**src/rtl/controlador_interrupcoes.sv**
```systemverilog
// Interrupt controller: edge-detected external requests plus a reloadable timer,
// masked fixed-priority selection, saved return PC and a read-and-clear cause word.
module controlador_interrupcoes #(
  parameter int unsigned NUM_SOURCES = 4,
  parameter int unsigned ADDR_WIDTH  = 13,
  parameter int unsigned DATA_WIDTH  = 32,
  parameter int unsigned TIMER_WIDTH = 16,
  parameter int unsigned VECTOR_BASE = 0
) (
  input  logic                    clock,
  input  logic                    reset,
  input  logic                    avanca,
  input  logic [NUM_SOURCES-1:0]  irq_in,
  input  logic                    mask_we,
  input  logic [NUM_SOURCES:0]    mask_data,
  input  logic                    timer_set,
  input  logic [TIMER_WIDTH-1:0]  timer_value,
  input  logic                    timer_reload,
  input  logic [ADDR_WIDTH-1:0]   pc_next,
  input  logic                    ack_cause,
  input  logic                    iret,
  output logic                    int_take,
  output logic [ADDR_WIDTH-1:0]   int_vector,
  output logic [ADDR_WIDTH-1:0]   pc_salvo,
  output logic [DATA_WIDTH-1:0]   causa,
  output logic                    em_servico,
  output logic [NUM_SOURCES:0]    pendentes
);

  localparam int unsigned NP    = NUM_SOURCES + 1;
  localparam int unsigned IDX_W = $clog2(NP + 1);

  typedef enum logic {OCIOSO = 1'b0, SERVICO = 1'b1} estado_t;

  estado_t                 estado_q, estado_d;
  logic [NUM_SOURCES-1:0]  irq_sync_q, irq_sync_d;
  logic [NUM_SOURCES-1:0]  irq_prev_q, irq_prev_d;
  logic [NUM_SOURCES:0]    mask_q, mask_d;
  logic [NUM_SOURCES:0]    pend_q, pend_d;
  logic [NUM_SOURCES:0]    eligible;
  logic [TIMER_WIDTH-1:0]  count_q, count_d;
  logic [TIMER_WIDTH-1:0]  reload_val_q, reload_val_d;
  logic                    reload_q, reload_d;
  logic [ADDR_WIDTH-1:0]   pc_salvo_q, pc_salvo_d;
  logic [DATA_WIDTH-1:0]   causa_q, causa_d;
  logic [IDX_W-1:0]        win_idx;
  logic                    expire;

  // Scan from the top down so the lowest eligible index is the last one written.
  always_comb begin
    eligible = pend_q & mask_q;
    win_idx  = '0;
    for (int unsigned i = 0; i < NP; i++) begin
      if (eligible[NP-1-i]) win_idx = IDX_W'(NP - 1 - i);
    end
    int_take = (estado_q == OCIOSO) & avanca & (|eligible) & ~reset;
  end

  always_comb begin
    count_d      = count_q;
    reload_d     = reload_q;
    reload_val_d = reload_val_q;
    expire       = 1'b0;
    if (timer_set) begin
      count_d      = timer_value;
      reload_d     = timer_reload;
      reload_val_d = timer_value;
    end else if (avanca && (count_q != '0)) begin
      if (count_q == TIMER_WIDTH'(1)) begin
        expire  = 1'b1;
        count_d = reload_q ? reload_val_q : '0;
      end else begin
        count_d = count_q - TIMER_WIDTH'(1);
      end
    end
  end

  // Clear of the taken bit is applied first so a same-cycle new request keeps it set.
  always_comb begin
    pend_d = pend_q;
    for (int unsigned i = 0; i < NP; i++) begin
      if (int_take && (win_idx == IDX_W'(i))) pend_d[i] = 1'b0;
    end
    pend_d = pend_d | {irq_sync_q & ~irq_prev_q, expire};
  end

  always_comb begin
    estado_d   = estado_q;
    causa_d    = causa_q;
    pc_salvo_d = pc_salvo_q;
    mask_d     = mask_we ? mask_data : mask_q;
    irq_sync_d = irq_in;
    irq_prev_d = irq_sync_q;
    if (ack_cause) causa_d = '0;
    if (int_take) begin
      causa_d    = DATA_WIDTH'(win_idx) + DATA_WIDTH'(1);
      pc_salvo_d = pc_next;
    end
    case (estado_q)
      OCIOSO:  if (int_take) estado_d = SERVICO;
      SERVICO: if (iret)     estado_d = OCIOSO;
      default: estado_d = OCIOSO;
    endcase
  end

  always_ff @(posedge clock) begin
    if (reset) begin
      estado_q     <= OCIOSO;
      irq_sync_q   <= '0;
      irq_prev_q   <= '0;
      mask_q       <= '1;
      pend_q       <= '0;
      count_q      <= '0;
      reload_q     <= 1'b0;
      reload_val_q <= '0;
      pc_salvo_q   <= '0;
      causa_q      <= '0;
    end else begin
      estado_q     <= estado_d;
      irq_sync_q   <= irq_sync_d;
      irq_prev_q   <= irq_prev_d;
      mask_q       <= mask_d;
      pend_q       <= pend_d;
      count_q      <= count_d;
      reload_q     <= reload_d;
      reload_val_q <= reload_val_d;
      pc_salvo_q   <= pc_salvo_d;
      causa_q      <= causa_d;
    end
  end

  assign int_vector = ADDR_WIDTH'(VECTOR_BASE);
  assign pc_salvo   = pc_salvo_q;
  assign causa      = causa_q;
  assign em_servico = (estado_q == SERVICO);
  assign pendentes  = pend_q;

endmodule

```
**config.mk**
```make
export PLATFORM = sky130hd
export DESIGN_NAME = controlador_interrupcoes
export DESIGN_NICKNAME = d
export VERILOG_FILES = /design/src/rtl/controlador_interrupcoes.sv
export SDC_FILE = /design/constraint.sdc
export NUM_CORES = 1
export LEC_CHECK = 0
export ABC_CLOCK_PERIOD_IN_PS = 2800
export CAP_MARGIN = 20
export CORE_MARGIN = 4
export CORE_UTILIZATION = 51
export DETAILED_ROUTE_END_ITERATION = 6
export PLACE_DENSITY_LB_ADDON = 0.25
export SLEW_MARGIN = 20
export SYNTH_ARGS = -nofsm -noshare
export SYNTH_HDL_FRONTEND = slang
export SYNTH_SLANG_ARGS = --single-unit
```
**constraint.sdc**
```tcl
create_clock -name clock -period 2.8 [get_ports clock]
set_input_delay 0.56 -clock clock [delete_from_list [all_inputs] [get_ports clock]]
set_output_delay 0.56 -clock clock [all_outputs]
set_load 0.02 [all_outputs]
```
==> results of run 1 <==
## routing by layer
| layer | vias up | GRT usage (%) | wire length (microns) |
|---|---|---|---|
| met2 | 132 | 30.41 | 3621 |
| met5 | - | 0 | 0 |
| met3 | 15 | 8.121 | 761 |
| met1 | 1375 | 24.76 | 3602 |
| li1 | 1484 | - | - |
| met4 | 0 | 9.282 | 146 |
## cell families (layout without fill, tap and decap cells)
| kind of cell | count (synthesis) | after routing | share of synthesized area (%) |
|---|---|---|---|
| flops | 69 | 69 | 38.45 |
| buf+inv | 81 | 111 | 14.04 |
| compound gates | 79 | 79 | 15.92 |
| other cells | 1 | 41 | 0.1044 |
| fa+ha+maj | 6 | 6 | 2.090 |
| mux | 32 | 32 | 8.917 |
| simple gates | 135 | 135 | 20.24 |
| xor+xnor | 1 | 1 | 0.2439 |
## placed cells by master (no fill, tap or decap), types with 7 or more instances in the layout
master | synthesis | final
sky130_fd_sc_hd__nor2b_1 | 12 | 12
sky130_fd_sc_hd__nand2b_1 | 8 | 8
sky130_fd_sc_hd__mux2i_1 | 32 | 32
sky130_fd_sc_hd__nor3_1 | 10 | 10
sky130_fd_sc_hd__dfxtp_1 | 69 | 69
sky130_fd_sc_hd__nor2_1 | 40 | 40
sky130_fd_sc_hd__inv_1 | 15 | 15
sky130_fd_sc_hd__conb_1 | 1 | 41
sky130_fd_sc_hd__buf_4 | 43 | 10
sky130_fd_sc_hd__o21ai_0 | 9 | 9
sky130_fd_sc_hd__and3_1 | 7 | 7
sky130_fd_sc_hd__clkbuf_8 | 0 | 9
sky130_fd_sc_hd__clkdlybuf4s50_1 | 0 | 66
sky130_fd_sc_hd__nand3_1 | 7 | 7
sky130_fd_sc_hd__nand2_1 | 20 | 20
sky130_fd_sc_hd__a21oi_1 | 22 | 22
## how the worst max path moves through the flow
stage          slack [ns]        to  depth (start not counted)   start
2_1_floorplan        0.66  int_take                          6   reset
3_3_place_gp        -0.07  int_take                          6  avanca
3_5_place_dp        -0.13  int_take                          6  avanca
4_1_cts              0.24  int_take                          6  avanca
5_1_grt              0.18  int_take                          6  avanca
6_report             0.26  int_take                          6  avanca
## metrics by stage
step / setup WS, ns / utilization (%) / hold slack (ns) / TNS (ns) / instance area [sq um]
3_5_place_dp: -0.1290 / 61.15 / 0.4530 / -0.1290 / 4178
6_report: 0.2622 / 63.75 / 0.4616 / 0 / 4355
4_1_cts: 0.2407 / 63.75 / 0.4640 / 0 / 4355
3_3_place_gp: -0.07403 / 61.15 / 0.4464 / -0.07403 / 4178
5_1_grt: 0.1848 / 63.75 / 0.4792 / 0 / 4355
2_1_floorplan: 0.6636 / - / 0.4392 / 0 / 3742
## worst reg2reg max path, delay by kind of cell (launching register included)
family | cells | cell delay [ns]
AND/OR/NAND/NOR | 3 | 0.95
AO/OA/AOI/OAI | 2 | 0.60
flip-flops | 1 | 0.39
adder cells (fa/ha/maj) | 1 | 0.18
buffers and inverters | 1 | 0.10
## layout make-up
| type | count | area [sq um] | area share (%) |
|---|---|---|---|
| inverters | 16 | 60.06 | 1.379 |
| clock buffers | 9 | 123.9 | 2.844 |
| flip-flops and latches | 69 | 1381 | 31.71 |
| repair buffers | 79 | 754.5 | 17.32 |
| well taps | 96 | 120.1 | 2.758 |
| clock inverters | 7 | 50.05 | 1.149 |
| multi-input cells | 294 | 1866 | 42.83 |
## power breakdown
group	internal (uW)	switching, uW
Clock	323	402
Sequential	1050	62.6
Combinational	234	295
Total	1600	759
## flip-flops by register name, summed over array words and instances, names as in the netlist
register	flops
pc_salvo	13
causa	4
irq_prev_d	4
irq_prev_q	4
reload_q	1
pendentes	5
mask_q	5
count_q	16
em_servico	1
reload_val_q	16
## timing repair
| action | CTS | global route |
|---|---|---|
| setup buffers | 0 | 0 |
| endpoints found under the hold margin | 0 | 0 |
| gates resized for setup | 2 | 0 |
| setup endpoints to repair | 1 | 0 |
==> run summary, run 1 <==
In this run the register-to-register setup slack is 0.47 ns. In this run the core area contains 30 standard-cell rows. In this run the worst path has a maximum fanout of 2.

The peak supply drop is 0.2840 mV. The layout overhead on the synthesized area is 21.25%. The area of the die came out at 8450 sq um. The mean instance size in the synthesized netlist came out at 8.892 sq um. The worst register-to-register path ends at count_q[15]$_SDFFE_PP0P_. The minimum clock period after layout is 2.538 ns. The total power per unit cell area came out at 542.7 nW/um^2. The wire length of the first global-routing pass is 13.61 mm. The number of unique standard cell types used by synthesis is 57. The remaining max-slew budget at the tightest pin came out at 58.24%. The buffering stage count on the worst path with inverters included is 3. By count the netlist is led by sky130_fd_sc_hd__dfxtp_1 (69), sky130_fd_sc_hd__buf_4 (43), sky130_fd_sc_hd__nor2_1 (40). Static timing analysis puts the maximum clock frequency at 394.0 MHz. For hold timing, the worst endpoint is pendentes[4]$_SDFF_PP0_. The number of antenna repair diodes came out at 0. The port buffer count is 69. The signal on the critical path passes through clkdlybuf4s50_1, nor3b_2, nand3_1, a21boi_2, inv_2, dlygate4sd2_1. The largest single stage delay on the critical path is roughly 0.51 ns.

The leakage dissipation came out at 0.001849 uW. The first-pass iteration count of the detailed router is 5. Summing over every cut layer, the via total after detailed routing is 3006. The chip height is 91.93 microns. The worst register-to-register path begins at count_q[1]$_SDFFE_PP0P_.

The cell sitting at the root of the clock tree is a sky130_fd_sc_hd__clkbuf_8. The total number of nets in the final design is ~520. The half-perimeter wire length after detailed placement came out at 5.797 mm. Setup repair after global routing left no endpoint under its margin.

Of all flip-flops after synthesis, the portion carrying an async set or reset was 0%. The required time of the critical path came out at between 2 and 2.5 ns. Across the run, the number of max-cap violations was 0. The final cycle utilization of the critical path is 90.64%. At the pin with the least slew margin, the transition time is 0.6264 ns.

The number of sinks on the clock net came out at between 60 and 70. The count of endpoints failing hold in the final timing report came to 0. The remaining design rule violation count is 0. The most common cell in the synthesized netlist is sky130_fd_sc_hd__dfxtp_1.

The number of placed cells counting well taps came out at 554. The run finished with clean final reports. The number of flops mapped to enable cells by yosys came out at 0. The cell depth of the worst flop-to-flop path came out at 7. The clock-pin slew of the registers on the worst-case setup and hold paths is 0.07 ns. The cell depth of the worst hold path is 2. The cell family contributing the most delay on the critical path is buffers and inverters. The die is 91.93 microns wide.

The min-delay analysis places its worst path in the category flop to flop. The overall overflow remaining after global route came out at 0. The area share of the largest cell type after synthesis came out at between 30% and 40%. After the first detailed-routing iteration, the DRC count stood at ~240. TritonCTS built the clock tree. The I/O pin count came out at 111. In this run, synthesis produced a sequential element count of 69. By area the synthesized netlist is led by sky130_fd_sc_hd__dfxtp_1 (38%), sky130_fd_sc_hd__buf_4 (9.0%), sky130_fd_sc_hd__mux2i_1 (8.9%), sky130_fd_sc_hd__nor2_1 (4.2%), sky130_fd_sc_hd__a21oi_1 (3.1%). The number of warning messages in the yosys log is 0. The maximum number of pins on one net before global-route repair came out at 60.

The library cell with the largest summed area after synthesis is sky130_fd_sc_hd__dfxtp_1. The summed instance area of the synthesized netlist is roughly 3600 sq um. The data arrival time of the critical path is around 2 ns. The initial core utilization is 52.58%. The worst clock skew is roughly 0.0082 ns.

The portion of the post-synthesis area used by sequential elements came out at roughly 38%. The total chip power is 2364 uW. The number of H-tree levels came out at 3. The filler cell count in the final layout came out at 587. The maximum clock insertion buffer count came out at 2. For this run, the leading register cell type out of synthesis is sky130_fd_sc_hd__dfxtp_1. In the final routed layout, each cell accounts on average for 14.26 microns. Wires add up to between 8 and 9 mm. The slowest stage of the critical path belongs to the cell sky130_fd_sc_hd__clkdlybuf4s50_1. The worst setup path is captured at an output port. The placer congestion estimate came out at 0.9040. In this run the most critical hold path is launched from irq_prev_d[3]$_SDFF_PP0_. The worst setup path is launched from a primary input. The layout cell share with drive strength beyond 1 came out at 9.705%.

The critical path is of the primary input to output port type. The hold buffer count at CTS is 0. The synthesized instance count came out at 404. The floorplan core area is 6832 sq um. The number of max-slew violations in the final report is 0. The final cell count without fillers came out at 570. The number of buffers created by CTS is 9. The number of antenna violations at the first check in global routing came to 0. After detailed routing, the number of vias per cell comes to 5.274. The number of nets with antenna violations after routing is 0. The final setup violation count is 0.

The overall track demand over capacity in global routing came out at between 20% and 30%. The via count of the first global-routing pass came out at 2996. The clock insertion delay at the later pin of the skew report came out at approximately 0.35 ns.
Note: power is estimated with default switching activity, not from simulation.
==> run 2: changes to the inputs <==
- CORE_UTILIZATION: 51 -> 65
- DONT_BUFFER_PORTS: unset -> 1
==> run summary, run 2 (synthesis results as in run 1) <==
The run finished with clean final reports. In the final design database the tool counted 445 nets. The transition at the pin with the smallest max-transition slack came out at roughly 0.52 ns.

The floorplan core area is 5238 sq um. In the routed design, unresolved DRC markers number 0. In this run the power density over the cells is 662.0 nW/um^2. The number of nets with antenna violations after routing came out at 0. The overall overflow remaining after global route came out at 0. The library cell used most frequently in the layout, excluding fill and tap cells, is sky130_fd_sc_hd__dfxtp_1. The sequential power share is 47.1%.

The worst setup path startpoint is em_servico$_SDFF_PP0_. No sink is reached through more buffers than the 2 on the longest clock path. The remaining max-slew budget at the tightest pin is 64.92%.

The chip height is 82.34 microns. The hold buffer count at CTS came out at 0. Setup repair after global routing left no endpoint under its margin. The met3 global-route usage came out at 5.965%. The minimum clock period after layout came out at 2.345 ns.

Summing internal, switching and leakage power gives 2408 uW. The max-capacitance violation count came out at 0. The maximum fanout along the worst path came out at 7. The number of DRC violations after detailed-routing iteration 0 is between 200 and 250. The startpoint identified for the worst hold timing path is reset. The final routed wirelength across all metal layers is 7.592 mm. The peak supply drop came out at 0.4657 mV.

The finished cells cover 3637 sq um. The width of the die came out at 82.34 microns. The CTS tree is built. The number of H-tree levels came out at 3. The layer carrying the most global-route usage is met2. After legalization and detailed placement, the total HPWL measured 5.296 mm. Before antenna repair, the detailed router went through 5 iterations. Cell internal power was estimated by the tool at 1722 uW.

The worst setup path is captured at an output port. The worst clock skew came out at 0.006718 ns. Entering global routing, the biggest net connects 61 pins.

Once the floorplan was initialized, standard cells occupied 68.59% of the core. The met1 track demand over resource in global routing is 30.22%. During placement, the flow inserted port buffers numbering 0.

The required time of the critical path came out at 2.24 ns. The layout cell share with drive strength beyond 1 is 8.794%. The count of endpoints failing hold in the final timing report was 0. The met2 track utilization from global routing came out at 35.82%. The I/O pin count came out at 111. The number of antenna violations at the first check in global routing was 0. The share of total power consumed by net switching is about 28%.

The total net switching power came out at 686.1 uW. The clock insertion delay at the later pin of the skew report is approximately 0.34 ns. In this run the critical register-to-register path is launched from count_q[0]$_SDFFE_PP0P_. The wire length of the first global-routing pass is 11.97 mm.

The area of the die is 6780 sq um. The worst hold-check path type is primary input to flop. The overall track demand over capacity in global routing is approximately 23%. The number of buffers created by CTS is 9. Counting every sink on the clock net gives 69.

The data arrival time of the critical path is 1.78 ns. The final cycle utilization of the critical path is 83.73%. The combinational share of power is 15.6%.

In this run the static leakage power is ~0.0016 uW. The number of standard-cell rows in the floorplan came out at 26. The clock-pin slew of the registers on the worst-case setup and hold paths came out at 0.08 ns. The top cell types in the final layout, fill and taps aside, are sky130_fd_sc_hd__dfxtp_1 (69), sky130_fd_sc_hd__conb_1 (41), sky130_fd_sc_hd__nor2_1 (40), sky130_fd_sc_hd__mux2i_1 (32), sky130_fd_sc_hd__a21oi_1 (22). The worst setup path is launched from a flop. The share of power burned in the clock network is 37.4%. The via count of the first global-routing pass was 2539. The placer congestion estimate came out at 0.9068.

After detailed routing, the number of vias per cell comes to 5.989. The layout overhead on the synthesized area came out at 1.254%. The placement-stage cell area came out at 3412 sq um. The post-CTS setup buffer count is 0. Summed over all failing endpoints, the final setup total negative slack is 0 ns. In this run the clock root is driven by a sky130_fd_sc_hd__clkbuf_8.

The type of the setup path with the least slack is flop to output port. The count of cells resized by post-cts repair is 0. The number of max-slew violations in the final report was 0.

0 antenna diodes ended up in the layout. Across all layers, the routed design uses approximately 2800 vias. The final setup violation count came out at 0. The average detailed-routed wire length per instance came out at 16.22 microns. The maximum frequency from static timing analysis came out at 426.5 MHz.
-- run 2: layer usage --
layer  share of wire, %  wire length [microns]
met5                  0                      0
met4                1.5                    116
met3                9.8                    741
met2                 47                   3604
met1                 41                   3130
-- run 2: area by class of cell --
cell class | count | area [sq um]
Multi-Input combinational cell | 294 | 1861
Inverter | 16 | 60.06
Timing Repair Buffer | 3 | 22.52
Sequential cell | 69 | 1381
Clock inverter | 5 | 83.83
Fill cell | 418 | 1600
Tap cell | 70 | 87.58
Clock buffer | 11 | 141.4
-- run 2: worst max-delay path: stages, from the launching register on --
cell and delay [ns]:
sky130_fd_sc_hd__dfxtp_1 0.40, sky130_fd_sc_hd__nor3b_1 0.50, sky130_fd_sc_hd__nand3_1 0.17, sky130_fd_sc_hd__a21boi_2 0.23, sky130_fd_sc_hd__inv_2 0.15
-- run 2: metrics by stage --
step / hold slack [ns] / utilization (%) / setup slack (ns) / instances
floorplan: 0.4392 / - / 0.6636 / 444
global placement: 0.4467 / 65.15 / 0.6740 / 452
detailed placement: 0.4506 / 65.15 / 0.6143 / 452
CTS: 0.2711 / 69.45 / 0.4676 / 468
global route: 0.2602 / 69.45 / 0.3470 / 468
finish: 0.2797 / 69.45 / 0.4555 / 468
-- run 2: worst paths after layout --
kind | endpoint | slack [ns] | cells after the start
hold / removal | pc_salvo[1]$_SDFFE_PP0P_ | 0.28 | 1
setup / recovery | int_take | 0.46 | 4
setup reg to reg | count_q[4]$_SDFFE_PP0P_ | 0.51 | 7
hold reg to reg | pendentes[2]$_SDFF_PP0_ | 0.46 | 2
-- run 2: power groups by stage --
| stage | clock network, uW | logic (uW) | registers [uW] |
|---|---|---|---|
| finish | 900 | 375 | 1130 |
| global route | 960 | 418 | 1140 |
| CTS | 910 | 371 | 1130 |
| detailed placement | 0 | 368 | 1150 |
| global placement | 0 | 359 | 1150 |
| floorplan | 0 | 384 | 1140 |
==> run 3: changes to the inputs <==
- ABC_CLOCK_PERIOD_IN_PS: 2800 -> 2400
- CORE_UTILIZATION: 65 -> 63
- clock period: 2.8 -> 2.4 ns (I/O delays scaled with it)
==> run summary, run 3 (synthesis results as in run 1) <==
The run finished with clean final reports. The maximum frequency from static timing analysis came out at about 450 MHz. The peak supply drop is roughly 0.59 mV. The layer carrying the most global-route usage is met2. The I/O pin count is 111. The wire length of the first global-routing pass came out at between 10 and 15 mm. Global routing consumed, on the met1 layer, approximately 27% of the routing resources.

The final setup violation count is 0. The total number of nets in the final design is 450. The number of antenna violations at the first check in global routing came out at 0. The count of endpoints failing hold in the final timing report is 0. Cells fill 66.64% of the core in the end. The worst reg-to-reg setup slack is 0.34 ns. The width of the die is between 80 and 90 microns.

For this block, the routed nets add up to ~7.4 mm of wire. Max-cap violations in this run came to 0. The floorplan core area came out at 5507 sq um.

The library cells used most frequently in the layout, excluding fill and tap cells, are sky130_fd_sc_hd__dfxtp_1 (69), sky130_fd_sc_hd__conb_1 (41), sky130_fd_sc_hd__nor2_1 (40), sky130_fd_sc_hd__mux2i_1 (32), sky130_fd_sc_hd__a21oi_1 (22). In this run the number of H-tree levels came out at 3. The most common library cell in the layout ignoring fill and taps is sky130_fd_sc_hd__dfxtp_1. Setup repair after global routing left no endpoint under its margin.

The average detailed-routed wire length per instance came out at ~16 microns. The worst clock skew is around 0.0057 ns. The final cell count without fillers came out at 475.

The hold buffer count at CTS came out at 0. The met3 global-route usage came out at 6.910%. TritonCTS built the clock tree. The worst setup timing slack at the placement stage came out at 0.3229 ns. The final total negative setup slack is 0 ns. The number of sinks on the clock net came out at 69. The number of max-slew violations in the final report was 0. At the worst endpoint, the required time is 1.92 ns. The leakage dissipation is 0.001605 uW.

The maximum number of pins on one net before global-route repair came out at between 60 and 70. The remaining design rule violation count is 0. The number of antenna repair diodes is 0.

The number of nets with antenna violations after routing is 0. The number of buffers created by CTS is 9. The number of standard-cell rows in the floorplan is 27. The layout cell share with drive strength beyond 1 is 10.17%. The chip height came out at 83.51 microns.

In this run, the number of DRC markers left after iteration 0 of detailed routing was ~140. The via density per instance is between 5 and 6. The overall track demand over capacity in global routing came out at a little over a fifth. After legalization and detailed placement, the total HPWL measured 5.361 mm. The area of the die came out at 6974 sq um. Setup slack closes at 0.1711 ns. The critical path is of the flop to output port type.

The remaining max-slew budget at the tightest pin is 63.86%. STA classifies the critical path startpoint as a flop. The minimum hold slack came out at 0.1934 ns.

Post-CTS timing repair inserted 0 buffers for setup. In this run the deepest clock path goes through 2 buffers. Routability-driven placement finished with a final weighted congestion of 0.8678.

The endpoint class of the critical path is an output port. The clock insertion delay at the later pin of the skew report is about 0.35 ns. The tightest min-delay check is of the primary input to flop type. Of all nets on the critical path, the largest fanout is 11. The number of placed cells counting well taps came out at 459. The layout overhead on the synthesized area came out at 2.160%. The port buffer count came out at 0. The first-pass iteration count of the detailed router is 4. The initial core utilization is 65.24%. Global routing consumed, on the met2 layer, ~33% of the routing resources.

Clock-pin slew was measured on the worst setup and hold paths at 0.08 ns. The final cycle utilization of the critical path came out at just over 90%. The cell chosen for the clock root is sky130_fd_sc_hd__clkbuf_8.

Power spread over the standard cell area amounts to 748.4 nW/um^2. After layout, the minimum clock period comes to 2.229 ns. The data arrival time of the critical path is 1.75 ns. Summed over all layers, the global routing overflow is 0. The transition at the pin with the smallest max-transition slack is between 0.5 and 0.6 ns.

Detailed routing inserted a total of ~2800 vias. The via count of the first global-routing pass is 2589.
-- run 3: cell types whose count changed in the layout (fill, tap and decap cells not counted) --
cell | previous run | this run
sky130_fd_sc_hd__bufinv_16 | 2 | 1
sky130_fd_sc_hd__clkbuf_1 | 1 | 0
sky130_fd_sc_hd__clkinv_4 | 1 | 4
sky130_fd_sc_hd__buf_4 | 3 | 8
sky130_fd_sc_hd__clkinvlp_4 | 2 | 1
sky130_fd_sc_hd__a21boi_4 | 0 | 1
sky130_fd_sc_hd__a21boi_2 | 1 | 0
-- run 3: critical path, stage by stage (launching register included) --
cell and delay [ns]:
sky130_fd_sc_hd__dfxtp_1 0.41, sky130_fd_sc_hd__a22oi_1 0.30, sky130_fd_sc_hd__nand2_1 0.17, sky130_fd_sc_hd__a21boi_4 0.37, sky130_fd_sc_hd__inv_2 0.14
-- run 3: area by class of cell --
| class | count | area (sq um) |
|---|---|---|
| repair buffers | 8 | 60.06 |
| inverters | 16 | 60.06 |
| fillers | 456 | 1837 |
| well taps | 72 | 90.09 |
| multi-input cells | 294 | 1868 |
| flip-flops and latches | 69 | 1381 |
| clock inverters | 6 | 72.57 |
| clock buffers | 10 | 137.6 |
-- run 3: metrics by stage --
stage          power, uW  area (sq um)
2_1_floorplan       1773          3742
3_3_place_gp        1771          3452
3_5_place_dp        1785          3452
4_1_cts             2754          3662
5_1_grt             2875          3670
6_report            2746          3670
-- run 3: what timing repair did --
| action | in CTS | in global routing |
|---|---|---|
| hold endpoints to repair | 0 | 0 |
| setup endpoints to repair | 0 | 1 |
| resized for setup | 0 | 1 |
-- run 3: power by group --
| group | switching [uW] | leakage [uW] | internal, uW |
|---|---|---|---|
| clock network | 465 | 0.000103 | 515 |
| logic | 265 | 0.000934 | 182 |
| registers | 98.0 | 0.000568 | 1220 |
| total | 829 | 0.00160 | 1920 |
-- run 3: final timing paths --
| check | from | depth (start not counted) | to |
|---|---|---|---|
| worst min-delay path | reset | 1 | pc_salvo[12]$_SDFFE_PP0P_ |
| worst min register to register | irq_prev_d[3]$_SDFF_PP0_ | 2 | pendentes[4]$_SDFF_PP0_ |
| worst max register to register | count_q[0]$_SDFFE_PP0P_ | 7 | count_q[4]$_SDFFE_PP0P_ |
| worst max-delay path | pendentes[0]$_SDFF_PP0_ | 4 | int_take |
-- run 3: metal layers --
metal / vias to the layer above / share of wire (%)
met5: - / 0
met4: 0 / 2.5
met3: 17 / 9.3
met2: 107 / 45
met1: 1294 / 43
li1: 1341 / -
